`config.mk`:
```
export PLATFORM = sky130hd
export DESIGN_NAME = decode_issue_ctrl
export DESIGN_NICKNAME = d
export VERILOG_FILES = /design/src/rtl/riscv_pkg.sv /design/src/rtl/opclass_decode.sv /design/src/rtl/decode_issue_ctrl.sv
export SDC_FILE = /design/constraint.sdc
export NUM_CORES = 1
export LEC_CHECK = 0
export ABC_AREA = 0
export ABC_CLOCK_PERIOD_IN_PS = 3700
export BUFFER_PORTS_ARGS = -buffer_cell sky130_fd_sc_hd__buf_2
export CAP_MARGIN = 0
export CELL_PAD_IN_SITES_DETAIL_PLACEMENT = 1
export CELL_PAD_IN_SITES_GLOBAL_PLACEMENT = 1
export CORE_MARGIN = 2
export CORE_UTILIZATION = 35
export DETAILED_ROUTE_END_ITERATION = 8
export PLACE_DENSITY_LB_ADDON = 0.2
export SYNTH_ARGS = -nofsm -noshare
export SYNTH_HDL_FRONTEND = slang
export SYNTH_SLANG_ARGS = --single-unit
```
`constraint.sdc`:
```
create_clock -name clk -period 3.7 [get_ports clk]
set_clock_uncertainty 0.2 [all_clocks]
set_input_delay 0.925 -clock clk [delete_from_list [all_inputs] [get_ports clk]]
set_output_delay 0.925 -clock clk [all_outputs]
set_load 0.02 [all_outputs]
```
`src/rtl/riscv_pkg.sv`:
```
// Opcode constants and shared types for the RV64IM decode/issue stage.
package riscv_pkg;

  localparam logic [6:0] OPC_LOAD      = 7'b0000011;
  localparam logic [6:0] OPC_MISC_MEM  = 7'b0001111;
  localparam logic [6:0] OPC_OP_IMM    = 7'b0010011;
  localparam logic [6:0] OPC_AUIPC     = 7'b0010111;
  localparam logic [6:0] OPC_OP_IMM_32 = 7'b0011011;
  localparam logic [6:0] OPC_STORE     = 7'b0100011;
  localparam logic [6:0] OPC_OP        = 7'b0110011;
  localparam logic [6:0] OPC_LUI       = 7'b0110111;
  localparam logic [6:0] OPC_OP_32     = 7'b0111011;
  localparam logic [6:0] OPC_BRANCH    = 7'b1100011;
  localparam logic [6:0] OPC_JALR      = 7'b1100111;
  localparam logic [6:0] OPC_JAL       = 7'b1101111;
  localparam logic [6:0] OPC_SYSTEM    = 7'b1110011;

  localparam logic [6:0] F7_BASE   = 7'b0000000;
  localparam logic [6:0] F7_ALT    = 7'b0100000;
  localparam logic [6:0] F7_MULDIV = 7'b0000001;

  typedef enum logic [3:0] {
    OC_NONE, OC_ALU, OC_MULDIV, OC_LOAD, OC_STORE, OC_BRANCH,
    OC_JAL, OC_JALR, OC_LUI, OC_AUIPC, OC_FENCE, OC_SYS
  } opclass_e;

  typedef enum logic {RUN, DRAIN} state_e;

  function automatic logic is_serial(opclass_e c);
    return (c == OC_FENCE) || (c == OC_SYS);
  endfunction

endpackage

```
`src/rtl/opclass_decode.sv`:
```
// Combinational RV64IM + Zicsr + Zifencei classifier: op class, legality
// and which source registers the instruction reads.
module opclass_decode
  import riscv_pkg::*;
(
  input  logic [31:0] ir_i,
  output opclass_e    class_o,
  output logic        illegal_o,
  output logic        uses_rs1_o,
  output logic        uses_rs2_o
);

  logic [6:0] opcode;
  logic [2:0] funct3;
  logic [6:0] funct7;
  opclass_e   cls;
  logic       legal;

  assign opcode = ir_i[6:0];
  assign funct3 = ir_i[14:12];
  assign funct7 = ir_i[31:25];

  always_comb begin
    cls   = OC_NONE;
    legal = 1'b0;
    case (opcode)
      OPC_LOAD:   begin cls = OC_LOAD;   legal = (funct3 != 3'b111);     end
      OPC_STORE:  begin cls = OC_STORE;  legal = !funct3[2];             end
      OPC_BRANCH: begin cls = OC_BRANCH; legal = (funct3[2:1] != 2'b01); end
      OPC_JALR:   begin cls = OC_JALR;   legal = (funct3 == 3'b000);     end
      OPC_JAL:    begin cls = OC_JAL;    legal = 1'b1;                   end
      OPC_LUI:    begin cls = OC_LUI;    legal = 1'b1;                   end
      OPC_AUIPC:  begin cls = OC_AUIPC;  legal = 1'b1;                   end
      OPC_OP_IMM: begin
        // RV64 shift-immediates carry a 6-bit shamt, so only ir[31:26] is funct
        cls = OC_ALU;
        case (funct3)
          3'b001:  legal = (ir_i[31:26] == 6'b000000);
          3'b101:  legal = (ir_i[31:26] == 6'b000000) || (ir_i[31:26] == 6'b010000);
          default: legal = 1'b1;
        endcase
      end
      OPC_OP_IMM_32: begin
        cls = OC_ALU;
        case (funct3)
          3'b000:  legal = 1'b1;
          3'b001:  legal = (funct7 == F7_BASE);
          3'b101:  legal = (funct7 == F7_BASE) || (funct7 == F7_ALT);
          default: legal = 1'b0;
        endcase
      end
      OPC_OP: begin
        cls = (funct7 == F7_MULDIV) ? OC_MULDIV : OC_ALU;
        case (funct7)
          F7_BASE:   legal = 1'b1;
          F7_ALT:    legal = (funct3 == 3'b000) || (funct3 == 3'b101);
          F7_MULDIV: legal = 1'b1;
          default:   legal = 1'b0;
        endcase
      end
      OPC_OP_32: begin
        cls = (funct7 == F7_MULDIV) ? OC_MULDIV : OC_ALU;
        case (funct7)
          F7_BASE:   legal = (funct3 == 3'b000) || (funct3 == 3'b001) || (funct3 == 3'b101);
          F7_ALT:    legal = (funct3 == 3'b000) || (funct3 == 3'b101);
          F7_MULDIV: legal = (funct3 == 3'b000) || funct3[2];
          default:   legal = 1'b0;
        endcase
      end
      OPC_MISC_MEM: begin cls = OC_FENCE; legal = (funct3[2:1] == 2'b00); end
      OPC_SYSTEM: begin
        // funct3=0 is only ecall/ebreak; privileged returns are outside this ISA subset
        cls = OC_SYS;
        if (funct3 == 3'b000)
          legal = (ir_i[31:7] == 25'h0) || (ir_i[31:7] == 25'h0002000);
        else
          legal = (funct3 != 3'b100);
      end
      default: ;
    endcase
  end

  assign class_o    = legal ? cls : OC_NONE;
  assign illegal_o  = !legal;
  assign uses_rs1_o = !((opcode == OPC_LUI) || (opcode == OPC_AUIPC) || (opcode == OPC_JAL));
  assign uses_rs2_o = (opcode == OPC_OP) || (opcode == OPC_OP_32) ||
                      (opcode == OPC_STORE) || (opcode == OPC_BRANCH);

endmodule

```
`src/rtl/decode_issue_ctrl.sv`:
```
// Decode stage sequencer: 2-entry instruction queue, load-use stall,
// serialization of fence/system ops until execute drains, and flush.
module decode_issue_ctrl
  import riscv_pkg::*;
#(
  parameter int PC_W  = 64,
  parameter int DEPTH = 2
) (
  input  logic            clk,
  input  logic            reset_n,
  input  logic            if_valid,
  input  logic [31:0]     if_ir,
  input  logic [PC_W-1:0] if_pc,
  output logic            if_ready,
  output logic            id_valid,
  input  logic            id_ready,
  output logic [31:0]     id_ir,
  output logic [PC_W-1:0] id_pc,
  output opclass_e        id_class,
  output logic            id_illegal,
  input  logic            ex_load_valid,
  input  logic [4:0]      ex_load_rd,
  input  logic            ex_idle,
  input  logic            flush,
  output logic            hazard_stall
);

  localparam logic [1:0] FULL = 2'(DEPTH);

  logic [31:0]     ir_q [DEPTH];
  logic [PC_W-1:0] pc_q [DEPTH];
  logic            wr_ptr_q, rd_ptr_q;
  logic [1:0]      count_q, count_d;
  logic            rdy_en_q;
  state_e          state_q;
  logic            drain_armed_q;

  logic [31:0]     head_ir;
  logic [PC_W-1:0] head_pc;
  opclass_e        head_class;
  logic            head_illegal, head_rs1, head_rs2;
  logic            not_empty, hazard, serial, push, pop;

  assign head_ir   = ir_q[rd_ptr_q];
  assign head_pc   = pc_q[rd_ptr_q];
  assign not_empty = (count_q != 2'd0);

  opclass_decode u_decode (
    .ir_i       (head_ir),
    .class_o    (head_class),
    .illegal_o  (head_illegal),
    .uses_rs1_o (head_rs1),
    .uses_rs2_o (head_rs2)
  );

  assign hazard = not_empty && ex_load_valid && (ex_load_rd != 5'd0) &&
                  ((head_rs1 && (ex_load_rd == head_ir[19:15])) ||
                   (head_rs2 && (ex_load_rd == head_ir[24:20])));
  assign serial = is_serial(head_class);

  assign id_valid     = not_empty && !hazard && !(serial && !ex_idle);
  assign hazard_stall = hazard;
  assign if_ready     = rdy_en_q && (count_q < FULL) && (state_q == RUN) && !flush;
  assign push         = if_valid && if_ready;
  assign pop          = id_valid && id_ready;

  // Stale entries stay in storage after a pop; present zeros when empty
  assign id_ir      = not_empty ? head_ir : 32'd0;
  assign id_pc      = not_empty ? head_pc : '0;
  assign id_class   = not_empty ? head_class : OC_NONE;
  assign id_illegal = not_empty && head_illegal;

  always_comb begin
    count_d = count_q;
    if (flush)
      count_d = 2'd0;
    else if (push && !pop)
      count_d = count_q + 2'd1;
    else if (pop && !push)
      count_d = count_q - 2'd1;
  end

  always_ff @(posedge clk or negedge reset_n) begin
    if (!reset_n) begin
      for (int i = 0; i < DEPTH; i++) begin
        ir_q[i] <= 32'd0;
        pc_q[i] <= '0;
      end
      wr_ptr_q <= 1'b0;
      rd_ptr_q <= 1'b0;
      count_q  <= 2'd0;
      rdy_en_q <= 1'b0;
    end else begin
      rdy_en_q <= 1'b1;
      count_q  <= count_d;
      if (flush) begin
        wr_ptr_q <= 1'b0;
        rd_ptr_q <= 1'b0;
      end else begin
        if (push) begin
          ir_q[wr_ptr_q] <= if_ir;
          pc_q[wr_ptr_q] <= if_pc;
          wr_ptr_q       <= !wr_ptr_q;
        end
        if (pop)
          rd_ptr_q <= !rd_ptr_q;
      end
    end
  end

  // DRAIN ignores ex_idle on its first cycle: execute has not yet seen the serializing op
  always_ff @(posedge clk or negedge reset_n) begin
    if (!reset_n) begin
      state_q       <= RUN;
      drain_armed_q <= 1'b0;
    end else if (flush) begin
      state_q       <= RUN;
      drain_armed_q <= 1'b0;
    end else if (pop && serial) begin
      state_q       <= DRAIN;
      drain_armed_q <= 1'b0;
    end else if (state_q == DRAIN) begin
      if (!drain_armed_q)
        drain_armed_q <= 1'b1;
      else if (ex_idle)
        state_q <= RUN;
    end
  end

endmodule

```
==> impl_metrics.toml, run 1 <==
[cells_and_area]
num-fill-cells = 3051
final_nets = 1156
layout_common_cells = "buf_2, dfrtp_1, mux2_2"
area_growth_pct = 28.3
multi_input_area_mm2 = 0.00483
register_area_mm2 = 0.00498
stdcell_count = 1439
mostFrequentLayoutCell = "buf_2"
n_antenna_cell = 0
final_layout_size_suffix_gt1_share_pct = 51.3
finalInstanceArea_mm2 = 0.0126

[sta]
slew_headroom_pct = 57.4
fin_crit_sh_pct = 109
finalSetupViolCount = 7
fin_setup_tns_ps = -1730
rsz0062_at_grt = "true"
post-route-min-period_ps = 4050
hold_viol_final = 0
max_freq_ghz = 0.247
fin_ws_ps = -349
slew_viol_final = 0
tightest_slew_ps = 639

[detailed_routing]
drt_iter0_drc = 293
drt-total-wl_mm = 27.2
ant_nets = 0
drc = 0
post_drt_wl_per_cell_um = 18.9
firstDrtPassIters = 4
num_vias = 7253
via_per_inst = 5.04

[yosys]
synth_nets = 909
synth_cells = 801
synth_cell_types = 66
async_flop_share_pct = 100
synth-edff-count = 0
synth_ff_type = "dfrtp_1"
avgSynthCellArea_um2 = 12.3
synth.yosys.warnings = 0
synth_seq_cells = 199
yosysSeqAreaShare_pct = 50.5
synth_area_mm2 = 0.00985

[status]
violations = "negative setup slack"
outcome = "finished with violations"

[critical_path]
critPathLaunchType = "flop"
required_ps = 2570
critPathMaxStageDelay_ps = 580
rrSetupSlack_ps = 540
crit_top_cell = "or3_4"
endpoint_kind = "primary output"
worstPathArrival_ps = 2920
crit_chain = "or3b_4 -> o2bb2ai_2 -> or3_4 -> or3_1 -> o22ai_1 -> or3_4 -> o211a_1 -> buf_6"
r2r_cells = 12
rr_startpoint = "rd_ptr_q"
crit_type = "flop to primary output"
crit_slowest_cell = "dfrtp_4"
path_max_fanout = 7
r2r_end = "rd_ptr_q"

[die]
initial_core_util_pct = 35.5
core_area_mm2 = 0.0278
pin_count = 212
dieArea_mm2 = 0.0295
placementRows = 61
chipWidth_um = 172
die_h_um = 172

[power]
p_int_mw = 4.44
power_density_mw_per_mm2 = 525
p_sw_share_pct = 33.1
peakVddDrop_mv = 0.260
power_leakage_nw = 5.82
net-switching-power_mw = 2.19
p_seq_share_pct = 44.7
p_comb_share_pct = 27.2
clkPwrFrac_pct = 28.1

[place]
place_hpwl_mm = 18.2
place.gp.congestion = 0.857
dpl-instance-area_mm2 = 0.0115
port_buffers = 211
dp.cells = 1375

[clocking]
clkSinkCount = 199
cts_root_buffer = "clkbuf_16"
cts_tree = "done"
cts_buffers = 17
clk_latency_ps = 430
cts_buffer_depth = 2
clk_pin_slew_worst_paths_ps = 80
htreeDepth = 4
cts_hold_buf = 0

[global_route]
grt-ovfl-total = 0
grt_pass1_vias = 7742
grt_max_degree = 98
antenna_found_initial = 5
grt_pass1_wl_mm = 42.7
grtUsageTotal_pct = 18.7

[hold_path]
hp-class = "input port to asynchronous set/reset pin"

[flow_run]
cap_violations = 0
==> repair_timing <==
item	in CTS	in global routing
pin swaps	18	6
cloned	3	0
gates resized for setup	44	14
buffers inserted	25	5
setup endpoints to repair	7	7
==> cell type report <==
type	count	share of cell area, %
clock buffers	19	3.42
clock inverters	13	1.18
inverters	1	0.0297
multi-input cells	555	38.2
flip-flops and latches	199	39.4
well taps	378	3.74
repair buffers	274	14.0
==> metrics by stage <==
stage / utilization (%) / hold slack (ps) / worst slack, ps / total power, mW
after floorplan: - / 279 / 220 / 4.04
after global placement: 41.4 / 286 / -0.516 / 4.61
after detailed placement: 41.4 / 293 / 10.4 / 4.65
after CTS: 45.2 / 230 / -253 / 6.68
after global routing: 45.5 / 231 / -392 / 7.02
final: 45.5 / 225 / -349 / 6.63
==> worst max-delay path, delay by kind of cell (launching register included) <==
kind	cells	cell delay, ps
AOI/OAI and AO/OA	3	510
buffers and inverters	1	130
DFF	1	580
and+or+nand+nor	4	1270
==> sequential cells by signal (all words and copies together), names as in the netlist <==
register	cells
rd_ptr_q	1
ir_q	64
count_q	2
state_q	1
wr_ptr_q	1
drain_armed_q	1
pc_q	128
rdy_en_q	1
==> worst max-delay path by stage <==
| stage | startpoint | end | slack, ps |
|---|---|---|---|
| after detailed placement | ex_load_rd[1] | id_valid | 10 |
| final | rd_ptr_q | id_class[0] | -350 |
| after global placement | ex_load_rd[1] | id_valid | -0.5 |
| after global routing | rd_ptr_q | id_class[0] | -390 |
| after floorplan | ex_load_rd[1] | id_valid | 220 |
| after CTS | rd_ptr_q | id_class[0] | -250 |
==> Yosys cell counts, types with 3 or more instances <==
master    count  area (um^2)
dfrtp_1     199         4980
mux2_2      195         2200
nor2_1      115          432
mux2i_1      95          951
clkbuf_1     22         82.6
nand2_1      22         82.6
a21oi_1      13         65.1
buf_2        13         65.1
o21ai_0       9         45.0
nor3_1        8         40.0
nor4_1        8         50.1
buf_1         6         22.5
nand3_1       6         30.0
nand3b_1      6         45.0
xnor2_1       6         52.6
xor2_1        6         52.6
or3_1         4         25.0
a22oi_1       3         22.5
and3_1        3         18.8
buf_6         3         33.8
nand4_1       3         18.8
o211ai_1      3         22.5
==> cells by family after synthesis <==
kind of cell	share of synthesized area, %
multiplexers	32.5
AND/OR/NAND/NOR	9.91
flip-flops	50.5
AO/OA/AOI/OAI	3.47
buffers and inverters	2.51
XOR/XNOR	1.07
other	0.0381
==> per-layer routing <==
metal | vias up | global-route usage [%] | part of all wire, %
met2 | 177 | 31.2 | 48
met4 | 8 | 5.08 | 1.6
met3 | 42 | 5.87 | 6.5
met5 | - | 0 | 0.20
li1 | 3363 | - | -
met1 | 3663 | 23.5 | 44
==> power groups by stage <==
stage          clock [mW]  combinational (mW)  sequential, mW
4_1_cts              1.93                1.80            2.96
6_report             1.86                1.81            2.96
5_1_grt              2.02                1.97            3.02
3_5_place_dp            0                1.67            2.98
2_1_floorplan           0                1.17            2.87
3_3_place_gp            0                1.65            2.96
Power figures use the tool's default switching activity.
==> inputs of run 2 (changes only) <==
==> constraint.sdc (replaced) <==
create_clock -name clk -period 3.7 [get_ports clk]
set_clock_uncertainty 0.2 [all_clocks]
set_input_delay 0.555 -clock clk [delete_from_list [all_inputs] [get_ports clk]]
set_output_delay 0.555 -clock clk [all_outputs]
set_load 0.02 [all_outputs]
==> impl_metrics.toml, run 2 (synthesized netlist as in run 1, its figures left out) <==
[status]
outcome = "complete, no violations"

[critical_path]
required_ps = 2940
critPathLaunchType = "flop"
worstPathArrival_ps = 2880
endpoint_kind = "primary output"
crit_type = "flop to primary output"
r2r_cells = 9
path_max_fanout = 8

[detailed_routing]
drc = 0
drt-total-wl_mm = 26.7
post_drt_wl_per_cell_um = 18.9
via_per_inst = 4.98
drt_iter0_drc = 381
firstDrtPassIters = 4
num_vias = 7014
ant_nets = 0

[clocking]
cts_buffer_depth = 2
cts_buffers = 17
clk_pin_slew_worst_paths_ps = 70
htreeDepth = 4
clkSinkCount = 199
cts_tree = "done"
cts_root_buffer = "clkbuf_16"
clk_latency_ps = 440

[sta]
slew_headroom_pct = 49.8
finalSetupViolCount = 0
post-route-min-period_ps = 3640
fin_crit_sh_pct = 98.3
max_freq_ghz = 0.275
slew_viol_final = 0
hold_viol_final = 0
rsz0062_at_grt = "true"
tightest_slew_ps = 752

[cells_and_area]
final_layout_size_suffix_gt1_share_pct = 48.3
final_nets = 1125
area_growth_pct = 23.5
layout_common_cells = "buf_2, dfrtp_1, mux2_2"
largest-register = "pc_q"
mostFrequentLayoutCell = "buf_2"
largest_reg_flops = 128
stdcell_count = 1409
reg_top3 = "pc_q x128, ir_q x64, count_q x2"
num-fill-cells = 3077

[global_route]
grt_pass1_wl_mm = 42.1
grtUsageTotal_pct = 18.5
grt-ovfl-total = 0
grt_pass1_vias = 7608
antenna_found_initial = 5
grt_max_degree = 88

[hold_path]
hp-class = "input port to flop"
min_path_cells = 2

[place]
place.gp.congestion = 0.853
place_hpwl_mm = 18.4
port_buffers = 211
dp.cells = 1366

[die]
dieArea_mm2 = 0.0295
die_h_um = 172
placementRows = 61
chipWidth_um = 172
initial_core_util_pct = 35.5
core_area_mm2 = 0.0278
pin_count = 212

[power]
power_mw = 6.50
power_density_mw_per_mm2 = 534
power_leakage_nw = 5.62
peakVddDrop_mv = 0.339

[flow_run]
cap_violations = 0
-- run 2: cell count changes in the layout (fill, tap and decap cells not counted), sizes merged --
cell | previous run | this run
buf | 272 | 241
clkinv | 4 | 9
inv | 10 | 5
bufbuf | 1 | 0
diode | 0 | 1
dlygate4sd3 | 0 | 1
-- run 2: report_power, final --
group	total, mW	switching, mW	internal [mW]
Sequential	2.95	0.322	2.63
Combinational	1.67	0.866	0.802
Clock	1.88	0.952	0.927
-- run 2: area by class of cell --
cell class	instances	area, um^2	area share [%]
antenna	1	2.50	0.0206
sequential	199	4980	41.0
timing repair buffer	243	1390	11.4
clock inverter	13	156	1.29
multi-input combinational	555	4720	38.8
inverter	1	3.75	0.0308
tap	378	473	3.89
clock buffer	19	443	3.64
-- run 2: layer usage --
layer	GRT usage (%)	routed length [um]	vias to the layer above
met1	23.5	11700	3535
met3	5.64	1700	21
met2	31.1	13000	157
li1	-	-	3293
met5	0	57	-
met4	3.87	217	8
-- run 2: path summary, 6_finish.rpt --
| kind | start | slack, ps | to |
|---|---|---|---|
| max | rd_ptr_q | 60 | id_class[2] |
| min in group asynchronous | reset_n | 520 | ir_q[20] |
| max in group asynchronous | reset_n | 1950 | pc_q[62] |
| min reg2reg | pc_q[78] | 310 | pc_q[78] |
| max reg2reg | rd_ptr_q | 710 | rd_ptr_q |
| min | id_ready | 140 | drain_armed_q |
-- run 2: through the flow --
step	area, um^2	setup slack (ps)	utilization (%)	hold slack [ps]	setup TNS [ps]
after floorplan	9850	784	-	59.4	0
after global placement	11400	432	41.0	286	0
after detailed placement	11400	387	41.0	292	0
after CTS	12000	11.8	43.3	125	0
after global routing	12200	-28.4	43.8	135	-84.6
final	12200	61.7	43.8	140	0
-- run 2: worst max-delay path, cell delays in order, from the launching register on --
cell	delay (ps)
dfrtp_4	570
buf_8	160
buf_8	130
mux2i_4	310
xor2_1	200
o21ai_1	80
a31oi_1	180
o22ai_2	90
or3_4	410
and3b_1	170
buf_2	150
-- run 2: what timing repair did --
| item | 4_1_cts | 5_1_grt |
|---|---|---|
| hold buffers | 1 | 0 |
| pin swaps | 0 | 7 |
| endpoints found under the hold margin | 2 | 0 |
| buffers inserted | 3 | 6 |
| endpoints found under the setup margin | 5 | 6 |
| cloned | 0 | 0 |
| gates resized for setup | 7 | 18 |
==> inputs of run 3 (changes only) <==
Settings changed: RECOVER_POWER set to 50.
==> impl_metrics.toml, run 3 (synthesized netlist as in run 1, its figures left out) <==
[status]
outcome = "finished with violations"
violations = "max-capacitance violations, max-slew violations"

[critical_path]
crit_top_cell = "buf_8"
endpoint_kind = "primary output"
critical_path.n_buffers_inverters = 3
r2r_cells = 9
path_max_fanout = 8
crit_family = "simple AND/OR/NAND/NOR gates"
worstPathArrival_ps = 2880
crit_type = "flop to primary output"
rrSetupSlack_ps = 700
critPathMaxStageDelay_ps = 570
rr_startpoint = "rd_ptr_q"
required_ps = 2940
critPathLaunchType = "flop"
r2r_end = "rd_ptr_q"
crit_slowest_cell = "dfrtp_4"
crit_chain = "buf_8 -> buf_8 -> mux2i_4 -> xor2_1 -> o21ai_1 -> a31oi_1 -> o22ai_2 -> or3_4 -> and3b_1 -> buf_2"

[sta]
finalSetupViolCount = 0
hold_viol_final = 0
max_freq_ghz = 0.275
slew_headroom_pct = -52.1
rsz0062_at_grt = "true"
slew_viol_final = 87
tightest_slew_ps = 2280
fin_crit_sh_pct = 98.2
fin_ws_ps = 67.5
post-route-min-period_ps = 3630
fin_setup_tns_ps = 0
finalHoldWorstSlack_ps = 141

[detailed_routing]
post_drt_wl_per_cell_um = 18.9
drc = 0
ant_nets = 0
drt-total-wl_mm = 26.6
firstDrtPassIters = 4
num_vias = 7045
via_per_inst = 5.00
drt_iter0_drc = 368

[clocking]
clk_pin_slew_worst_paths_ps = 70
cts_buffer_depth = 2
clkSinkCount = 199
clk_latency_ps = 440
cts_buffers = 17
htreeDepth = 4
cts_tree = "done"
cts_root_buffer = "clkbuf_16"

[hold_path]
min_to = "drain_armed_q"
hp-class = "input port to flop"
min_path_cells = 2
worstHoldStart = "id_ready"

[cells_and_area]
num-fill-cells = 3080
stdcell_count = 1409
register_area_mm2 = 0.00498
multi_input_area_mm2 = 0.00471
area_growth_pct = 23.1
largest-register = "pc_q"
fin_util_pct = 43.7
reg_top3 = "pc_q x128, ir_q x64, count_q x2"
layout_common_cells = "buf_2, dfrtp_1, mux2_2"
finalInstanceArea_mm2 = 0.0121
final_layout_size_suffix_gt1_share_pct = 48.3
mostFrequentLayoutCell = "buf_2"
final_nets = 1125
largest_reg_flops = 128

[place]
place_hpwl_mm = 18.4
dp.cells = 1366
dpl-instance-area_mm2 = 0.0114
port_buffers = 211
place.gp.congestion = 0.853
place_ws_ps = 387

[die]
dieArea_mm2 = 0.0295
placementRows = 61
chipWidth_um = 172
pin_count = 212
initial_core_util_pct = 35.5
core_area_mm2 = 0.0278
die_h_um = 172

[global_route]
antenna_found_initial = 5
grt-ovfl-total = 0
grtUsageTotal_pct = 18.5
grt_pass1_wl_mm = 42.1
grt_pass1_vias = 7608
grt_max_degree = 88

[power]
power_leakage_nw = 5.61
power_density_mw_per_mm2 = 535
power_mw = 6.49
peakVddDrop_mv = 0.339

[flow_run]
cap_violations = 1
-- run 3: cell type report --
cell class | count | share of cell area (%)
sequential | 199 | 41.1
multi-input combinational | 555 | 38.8
timing repair buffer | 243 | 11.2
tap | 378 | 3.90
clock buffer | 19 | 3.65
clock inverter | 13 | 1.29
inverter | 1 | 0.0309
antenna | 1 | 0.0206
-- run 3: timing repair --
action | 4_1_cts | 5_1_grt
hold buffers | 1 | 0
hold endpoints to repair | 2 | 0
buffers inserted | 3 | 6
resized for setup | 7 | 18
pin swaps | 0 | 7
endpoints found under the setup margin | 5 | 6
cloned | 0 | 0
-- run 3: worst register-to-register path: stages, from the launching register on --
cell and delay [ps]:
dfrtp_4 570, buf_4 170, mux2_4 340, a211oi_1 290, o211ai_1 250, nand4_2 170, o21ai_4 110, buf_4 170
or4_1 510, a21oi_1 160
-- run 3: metal layers --
| metal | routed length (um) | part of all wire, % | vias to the layer above | GRT usage, % |
|---|---|---|---|---|
| met5 | 57 | 0.21 | - | 0 |
| met4 | 217 | 0.81 | 8 | 3.87 |
| met3 | 1690 | 6.3 | 21 | 5.64 |
| met2 | 13000 | 49 | 156 | 31.1 |
| met1 | 11700 | 44 | 3569 | 23.5 |
| li1 | - | - | 3291 | - |
-- run 3: worst max path at each step --
stage                         from           to  cells after the start
after detailed placement  rd_ptr_q  id_class[0]                      8
after global placement    rd_ptr_q  id_class[0]                      8
after global routing      rd_ptr_q  id_class[2]                     10
after floorplan           ir_q[38]  id_class[2]                      7
final                     rd_ptr_q  id_class[2]                     10
after CTS                 rd_ptr_q  id_class[0]                      8
-- run 3: power by group --
group	leakage, nW	internal, mW	switching (mW)
Clock	0.290	0.927	0.950
Combinational	2.83	0.800	0.867
Sequential	2.49	2.63	0.321
Total	5.61	4.35	2.14
